File: config.mk
export PLATFORM = sky130hd
export DESIGN_NAME = spell_dbg_master
export DESIGN_NICKNAME = d
export VERILOG_FILES = /design/src/rtl/spell_dbg_pkg.sv /design/src/rtl/spell_dbg_bit_timer.sv /design/src/rtl/spell_dbg_master.sv
export SDC_FILE = /design/constraint.sdc
export NUM_CORES = 1
export LEC_CHECK = 0
export ABC_CLOCK_PERIOD_IN_PS = 2240
export CAP_MARGIN = 20
export CORE_ASPECT_RATIO = 0.5
export CORE_MARGIN = 3
export CORE_UTILIZATION = 50
export DETAILED_ROUTE_END_ITERATION = 10
export PLACE_DENSITY = 0.8
export SKIP_LAST_GASP = 1
export SLEW_MARGIN = 20
export SYNTH_ARGS = -nofsm -noshare
export SYNTH_HDL_FRONTEND = slang
export SYNTH_SLANG_ARGS = --single-unit
File: constraint.sdc
create_clock -name clk -period 2.24 [get_ports clk]
set_clock_uncertainty 0.2 [all_clocks]
set_input_delay 0.448 -clock clk [delete_from_list [all_inputs] [get_ports clk]]
set_output_delay 0.448 -clock clk [all_outputs]
set_load 0.005 [all_outputs]
File: src/rtl/spell_dbg_pkg.sv
// Shared types and constants for the SPELL debug-port master.
package spell_dbg_pkg;

  localparam int DBG_DATA_W = 8;

  // Core register-select encodings
  localparam logic [1:0] REG_PC    = 2'd0;
  localparam logic [1:0] REG_SP    = 2'd1;
  localparam logic [1:0] REG_EXEC  = 2'd2;
  localparam logic [1:0] REG_STACK = 2'd3;

  typedef enum logic [1:0] {
    OP_WRITE   = 2'd0,
    OP_READ    = 2'd1,
    OP_STEP    = 2'd2,
    OP_SET_RUN = 2'd3
  } op_e;

  typedef enum logic [2:0] {
    ST_IDLE      = 3'd0,
    ST_SHIFT_W   = 3'd1,
    ST_SHIFT_R   = 3'd2,
    ST_STEP_WAIT = 3'd3,
    ST_RESP      = 3'd4
  } state_e;

  // Step status word reported to the host: {6'b0, stop, sleep}
  function automatic logic [DBG_DATA_W-1:0] step_status(input logic stop, input logic sleep);
    return {6'b0, stop, sleep};
  endfunction

endpackage

File: src/rtl/spell_dbg_bit_timer.sv
// Bit-period timer for the serial shift: DIV prescaler plus 3-bit bit counter.
// The counters describe the cycle AFTER the current one, so every strobe
// output announces the upcoming cycle and the parent can register the core
// pins directly from them. Shift k occupies cycles start+1+k*DIV .. start+(k+1)*DIV.
module spell_dbg_bit_timer #(
  parameter int DIV        = 2,
  parameter int SAMPLE_LAT = 1
) (
  input  logic       clk,
  input  logic       rst_n,
  input  logic       start,       // one-cycle pulse on the accept cycle
  output logic       busy,        // a shift is in progress beyond the next cycle
  output logic       first_cyc,   // next cycle is the first of a bit period
  output logic       last_cyc,    // next cycle is the last of a bit period
  output logic       sample_cyc,  // next cycle is SAMPLE_LAT into a bit period
  output logic       done,        // next cycle is the last cycle of the whole shift
  output logic [2:0] bit_idx      // bit period index of the next cycle
);

  localparam int DW = (DIV > 1) ? $clog2(DIV) : 1;

  logic [DW-1:0] div_cnt;
  logic [2:0]    bit_cnt;
  logic          act;
  logic          live;
  logic          at_last;

  assign live       = start | act;
  assign at_last    = (div_cnt == DW'(DIV - 1));
  assign busy       = act;
  assign first_cyc  = live & (div_cnt == '0);
  assign last_cyc   = live & at_last;
  assign sample_cyc = live & (div_cnt == DW'(SAMPLE_LAT));
  assign done       = last_cyc & (bit_cnt == 3'd7);
  assign bit_idx    = bit_cnt;

  // Advance the (next-cycle) position; return to rest after bit 7's last cycle
  always_ff @(posedge clk or negedge rst_n) begin
    if (!rst_n) begin
      act     <= 1'b0;
      div_cnt <= '0;
      bit_cnt <= '0;
    end else if (live) begin
      if (at_last) begin
        div_cnt <= '0;
        if (bit_cnt == 3'd7) begin
          act     <= 1'b0;
          bit_cnt <= '0;
        end else begin
          act     <= 1'b1;
          bit_cnt <= bit_cnt + 3'd1;
        end
      end else begin
        act     <= 1'b1;
        div_cnt <= div_cnt + DW'(1);
      end
    end
  end

endmodule

File: src/rtl/spell_dbg_master.sv
// Host-side master for the SPELL serial debug port: register write/read
// shifts, single-step with timeout, and run-level control.
//
// Handshake: a command transfers on the cycle where cmd_valid & cmd_ready are
// both high; cmd_ready is high only in IDLE (and never during reset), so the
// host must hold cmd_valid and its fields until it sees the transfer. The
// response is a single-cycle rsp_valid strobe with no backpressure;
// rsp_data/rsp_err are zero whenever rsp_valid is low.
module spell_dbg_master
  import spell_dbg_pkg::*;
#(
  parameter int DIV          = 2,
  parameter int SAMPLE_LAT   = 1,
  parameter int STEP_TIMEOUT = 255
) (
  input  logic                  clk,
  input  logic                  rst_n,
  input  logic                  cmd_valid,
  output logic                  cmd_ready,
  input  logic [1:0]            cmd_op,
  input  logic [1:0]            cmd_reg,
  input  logic [DBG_DATA_W-1:0] cmd_data,
  output logic                  rsp_valid,
  output logic [DBG_DATA_W-1:0] rsp_data,
  output logic                  rsp_err,
  output logic                  o_run,
  output logic                  o_step,
  output logic                  o_load,
  output logic                  o_dump,
  output logic                  o_shift_in,
  output logic [1:0]            o_reg_sel,
  input  logic                  i_cpu_sleep,
  input  logic                  i_cpu_stop,
  input  logic                  i_cpu_wait_delay,
  input  logic                  i_shift_out,
  output state_e                dbg_state
);

  localparam int TW = $clog2(STEP_TIMEOUT + 1);

  state_e                state, state_nxt;
  op_e                   op_in;
  logic                  accept;
  logic                  tmr_start, tmr_busy, tmr_first, tmr_last, tmr_sample, tmr_done;
  logic [2:0]            tmr_bit;
  logic                  is_wr, is_rd;
  logic [DBG_DATA_W-1:0] data_sel, data_q;
  logic [DBG_DATA_W-1:0] rsp_data_q;
  logic                  rsp_err_q;
  logic                  sample_now, last_now;
  logic [TW-1:0]         wait_cnt;
  logic                  watching, step_done, step_timeout;

  assign op_in     = op_e'(cmd_op);
  assign cmd_ready = rst_n & (state == ST_IDLE);
  assign accept    = cmd_valid & cmd_ready;
  assign tmr_start = accept & ((op_in == OP_WRITE) | (op_in == OP_READ));

  // In IDLE the shift kind and data come straight from the accepted command;
  // afterwards from the state and latched data.
  assign is_wr    = (state == ST_IDLE) ? (op_in == OP_WRITE) : (state == ST_SHIFT_W);
  assign is_rd    = (state == ST_IDLE) ? (op_in == OP_READ)  : (state == ST_SHIFT_R);
  assign data_sel = (state == ST_IDLE) ? cmd_data : data_q;

  // The pulse cycle itself is not inspected; completion counts from the next one
  assign watching     = (state == ST_STEP_WAIT) & ~o_step;
  assign step_done    = (i_cpu_sleep | i_cpu_stop) & ~i_cpu_wait_delay;
  assign step_timeout = (wait_cnt == TW'(STEP_TIMEOUT - 1));

  assign rsp_valid = (state == ST_RESP);
  assign rsp_data  = rsp_valid ? rsp_data_q : '0;
  assign rsp_err   = rsp_valid & rsp_err_q;
  assign dbg_state = state;

  spell_dbg_bit_timer #(
    .DIV        (DIV),
    .SAMPLE_LAT (SAMPLE_LAT)
  ) u_timer (
    .clk        (clk),
    .rst_n      (rst_n),
    .start      (tmr_start),
    .busy       (tmr_busy),
    .first_cyc  (tmr_first),
    .last_cyc   (tmr_last),
    .sample_cyc (tmr_sample),
    .done       (tmr_done),
    .bit_idx    (tmr_bit)
  );

  // State register
  always_ff @(posedge clk or negedge rst_n) begin
    if (!rst_n) state <= ST_IDLE;
    else        state <= state_nxt;
  end

  // Next-state logic
  always_comb begin
    state_nxt = state;
    case (state)
      ST_IDLE: begin
        if (accept) begin
          case (op_in)
            OP_WRITE: state_nxt = ST_SHIFT_W;
            OP_READ:  state_nxt = ST_SHIFT_R;
            OP_STEP:  state_nxt = o_run ? ST_RESP : ST_STEP_WAIT;
            default:  state_nxt = ST_RESP;
          endcase
        end
      end
      ST_SHIFT_W, ST_SHIFT_R: if (last_now) state_nxt = ST_RESP;
      ST_STEP_WAIT: if (watching & (step_done | step_timeout)) state_nxt = ST_RESP;
      ST_RESP: state_nxt = ST_IDLE;
      default: state_nxt = ST_IDLE;
    endcase
  end

  // Registered core pins, driven one cycle ahead from the timer's announcements
  always_ff @(posedge clk or negedge rst_n) begin
    if (!rst_n) begin
      o_load     <= 1'b0;
      o_dump     <= 1'b0;
      o_shift_in <= 1'b0;
      o_step     <= 1'b0;
      o_run      <= 1'b0;
      o_reg_sel  <= 2'd0;
      data_q     <= '0;
      sample_now <= 1'b0;
      last_now   <= 1'b0;
    end else begin
      o_load     <= tmr_last & is_wr;
      o_dump     <= tmr_first & is_rd;
      o_shift_in <= is_wr & (tmr_start | tmr_busy) & data_sel[3'd7 - tmr_bit];
      o_step     <= accept & (op_in == OP_STEP) & ~o_run;
      sample_now <= tmr_sample & is_rd;
      last_now   <= tmr_done;
      if (accept) begin
        o_reg_sel <= cmd_reg;
        data_q    <= cmd_data;
      end
      if (accept & (op_in == OP_SET_RUN)) o_run <= cmd_data[0];
    end
  end

  // Response payload: read shift register, step status and the step wait counter
  always_ff @(posedge clk or negedge rst_n) begin
    if (!rst_n) begin
      rsp_data_q <= '0;
      rsp_err_q  <= 1'b0;
      wait_cnt   <= '0;
    end else if (accept) begin
      rsp_data_q <= '0;
      rsp_err_q  <= (op_in == OP_STEP) & o_run;
      wait_cnt   <= '0;
    end else if ((state == ST_SHIFT_R) & sample_now) begin
      rsp_data_q <= {rsp_data_q[DBG_DATA_W-2:0], i_shift_out};
    end else if (watching) begin
      if (step_done) begin
        rsp_data_q <= step_status(i_cpu_stop, i_cpu_sleep);
        rsp_err_q  <= 1'b0;
      end else if (step_timeout) begin
        rsp_data_q <= step_status(i_cpu_stop, i_cpu_sleep);
        rsp_err_q  <= 1'b1;
      end else begin
        wait_cnt <= wait_cnt + TW'(1);
      end
    end
  end

endmodule

==> summary.txt <==
Synthesis
  • Synth top cells by count: dfrtp_1, nand2_1, nor2_1, and3_1
  • Dominant cell type by area after synthesis: dfrtp_1
  • Synthesized cell area: between 2000 and 2500 um^2
  • Yosys top cell area share: about half
  • Largest cells by area after synthesis: dfrtp_1, nand2_1, mux4_2
  • Count leader, synth: dfrtp_1
  • Mux contribution to synthesized area: slightly below 8%
  • Syn Nets: around 230
  • #FFs+latches synth: 42
  • Synth Area in XOR/XNOR: 0.409%
  • Register area share after synthesis: about half
  • Share of synthesized flip-flops with an asynchronous set or reset: 100%
  • Synth Area in Compound Gates: 14.8%
  • Post-synth top flop: dfrtp_1
  • Number of synthesized flops with an enable pin: 0
  • Synth Area in Adders: around 2.3%
  • Netlist cell types: 47
  • Largest family of logic cells by synthesized area: simple AND/OR/NAND/NOR gates
  • Syn_area_per_cell: approximately 10 um^2
  • Simple-gate share of the synthesized area: 22.5%
  • Yosys warns: 0
  • Post-Syn Instances: 206

Clocking
  • Clk buf depth: 2
  • Clock transition at path regs: approximately 0.070 ns
  • Num CTS Buffers: 5
  • CTS Sinks: between 40 and 50
  • Later-pin clock latency in the skew report: ~0.28 ns
  • Clock tree from TritonCTS: yes
  • Root buffer cell: clkbuf_8
  • H-Tree Level Count: 2

Finish
  • Share of post-route cells with drive strength above 1: between 10% and 20%
  • Final nets: between 200 and 300
  • P&R area growth vs syn: 31.1%
  • # diodes: 0
  • Final Util: 70.2%

Worst setup path
  • R2R cell count: 6
  • Slowest cell on the critical path: clkdlybuf4s50_1
  • Capturing point of the worst reg2reg path: wait_cnt[4]$_DFFE_PN0P_
  • Required @ worst endpoint: around 1.6 ns
  • Max FO, Critical Path: 5
  • Critical R2R Launch: dbg_state[0]$_DFFE_PN0P_
  • Critical Path AT: between 1.5 and 2 ns
  • CP startpoint kind: flop
  • WS Path Type: flop to primary output
  • Crit. Startpoint: dbg_state[0]$_DFFE_PN0P_
  • Setup crit end: rsp_data[6]
  • Reg2Reg Setup Slack: 0.25 ns
  • Critical Path, Cell by Cell: nor2_4 > buf_4 > and3_1 > clkdlybuf4s50_1
  • Worst Setup End Kind: primary output
  • Largest stage delay on the critical path: between 0.4 and 0.5 ns
  • Buffer and inverter count on the worst path: 2
  • WP depth: 4
  • Kind of cell adding the most delay to the critical path: buffers and inverters

Status
  • Outcome: complete, but fails checks
  • Failing checks: negative setup slack

Power and ir drop
  • Logic gate share of total power: between 30% and 40%
  • Lkg Pwr: about 1.4 nW
  • Clk pwr share: 19.9%
  • Switching Share: ~30%
  • Power share of the sequential group: ~47%
  • NetSw: approximately 0.68 mW
  • Internal: 1.54 mW
  • Total Power: 2.22 mW
  • Power Density: around 790 nW/um^2
  • VDD IR-drop max: roughly 0.00042 V

Worst hold path
  • Worst hold path class: flop to flop
  • Hold wc startpoint: o_reg_sel[1]$_DFFE_PN0P_

Detailed routing
  • Routed WL: roughly 4.7 mm
  • Residual DRC: 0
  • Drt pass-1 iters: 4
  • DR vias: 1733
  • WL per Instance: ~15 um
  • DR iter-0 viols: slightly above 80
  • ANT nets after route: 0
  • DR vias/cell: approximately 5.4

Job
  • Maxcap violations: 0

Global route
  • Pin count of the biggest net entering global routing: 36
  • Total track usage: 19.2%
  • Antenna violations before repair: 0
  • Gr ovfl total: 0
  • Vias in the first global route: approximately 1700
  • Global-route wire length before repair: around 7.7 mm

Floorplan
  • Die Ht: around 52 um
  • Initial Utilization: between 50% and 60%
  • I/O pin cnt: 40
  • Die Width: a little under 100 um
  • Core Region: about 4000 um^2
  • Num rows: 16
  • Die area: about 5200 um^2

Timing
  • Period utilisation layout: 103%
  • Setup_tns: -0.302 ns
  • Hold Fails Final Rpt: 0
  • Max Slew Vio Count: 0
  • Fin crit period: 2.30 ns
  • RSZ-0062 raised after global routing: true
  • Fmax: about 430 MHz
  • Final setup margin: -0.0641 ns
  • Worst slew pin tran: around 0.45 ns
  • # setup viols final: 5
  • Relative slew slack: between 60% and 70%

Placed design
  • RD Place Congestion: between 0.7 and 0.8
  • DPL Wire Length: between 3 and 4 mm
  • PortBufs: 39
[cells in the final DEF, fill, tap and decap left out, types with 4 or more instances in the layout]
cell	n
dfrtp_1	39
nand2_1	38
clkdlybuf4s50_1	32
buf_4	20
and3_1	11
nor2_1	11
o21ai_0	9
nand3_1	9
a21oi_1	7
inv_1	6
a22o_1	6
clkbuf_8	5
dlymetal6s2s_1	5
nor3_1	4
mux4_2	4
o211ai_1	4
mux2_1	4
nand2b_1	4
ha_1	4
[power by group through the flow]
stage                     clock network (mW)  logic (mW)  registers [mW]
after floorplan                            0       0.451            1.02
after global routing                   0.487       0.809            1.08
after global placement                     0       0.675            1.06
after CTS                              0.456       0.721            1.05
final                                  0.442       0.726            1.05
after detailed placement                   0       0.695            1.07
[logic make-up (layout without fill, tap and decap cells)]
group / count (synthesis) / in the layout
xor gates and xnor gates: 1 / 1
buffers and inverters: 15 / 73
muxes: 11 / 11
DFF: 42 / 42
and+or+nand+nor: 93 / 93
adders and majority gates: 4 / 4
AOI/OAI and AO/OA: 40 / 40
[timing repair]
item | CTS | global route
buffers inserted | 4 | 2
hold buffers | 1 | 0
setup endpoints to repair | 11 | 10
pin swaps | 0 | 1
gates resized for setup | 5 | 9
gates cloned | 0 | 1
hold endpoints to repair | 7 | 0
[worst register-to-register path, cell delays in order (launching register included)]
cell and delay, ns:
dfrtp_2 0.44, buf_4 0.14, buf_4 0.11, and4bb_4 0.31, o2111ai_2 0.20, or3_1 0.36, a21oi_1 0.15
[registers in the layout, indices dropped and copies added, names as in the netlist, 2 cells and up]
name and cells:
wait_cnt 8, o_reg_sel 2, rsp_data_q 8, u_timer.bit_idx 3
dbg_state 3, data_q 8
[final cells by class]
type	instances	area (um^2)
Fill cell	290	1190
Sequential cell	42	1050
Multi-Input combinational cell	149	1030
Timing Repair Buffer	60	557
Clock buffer	7	76.3
Tap cell	54	67.6
Inverter	6	22.5
[worst min path at each step]
| stage | end | cells after the start |
|---|---|---|
| floorplan | data_q[0]$_DFFE_PN0P_ | 0 |
| global placement | u_timer.busy$_DFFE_PN0N_ | 2 |
| detailed placement | u_timer.busy$_DFFE_PN0N_ | 2 |
| CTS | o_reg_sel[1]$_DFFE_PN0P_ | 2 |
| global route | o_reg_sel[1]$_DFFE_PN0P_ | 2 |
| finish | o_reg_sel[1]$_DFFE_PN0P_ | 2 |
[layer usage]
layer / GRT usage [%] / vias to the layer above / share of wire (%)
met5: 0 / - / 0
met4: 4.54 / 0 / 0.43
met3: 4.65 / 2 / 3.6
met2: 33.3 / 26 / 49
met1: 24.8 / 847 / 47
li1: - / 858 / -
[metrics by stage]
step	setup WS, ns	std cells	hold slack [ns]	cell area, um^2
2_1_floorplan	0.377	206	-0.0476	2140
3_3_place_gp	0.0606	303	0.192	2650
3_5_place_dp	-0.0443	303	0.203	2650
4_1_cts	-0.0523	315	0.281	2770
5_1_grt	-0.132	318	0.303	2810
6_report	-0.0641	318	0.277	2810
No activity file was read; power rests on OpenSTA's default activity.
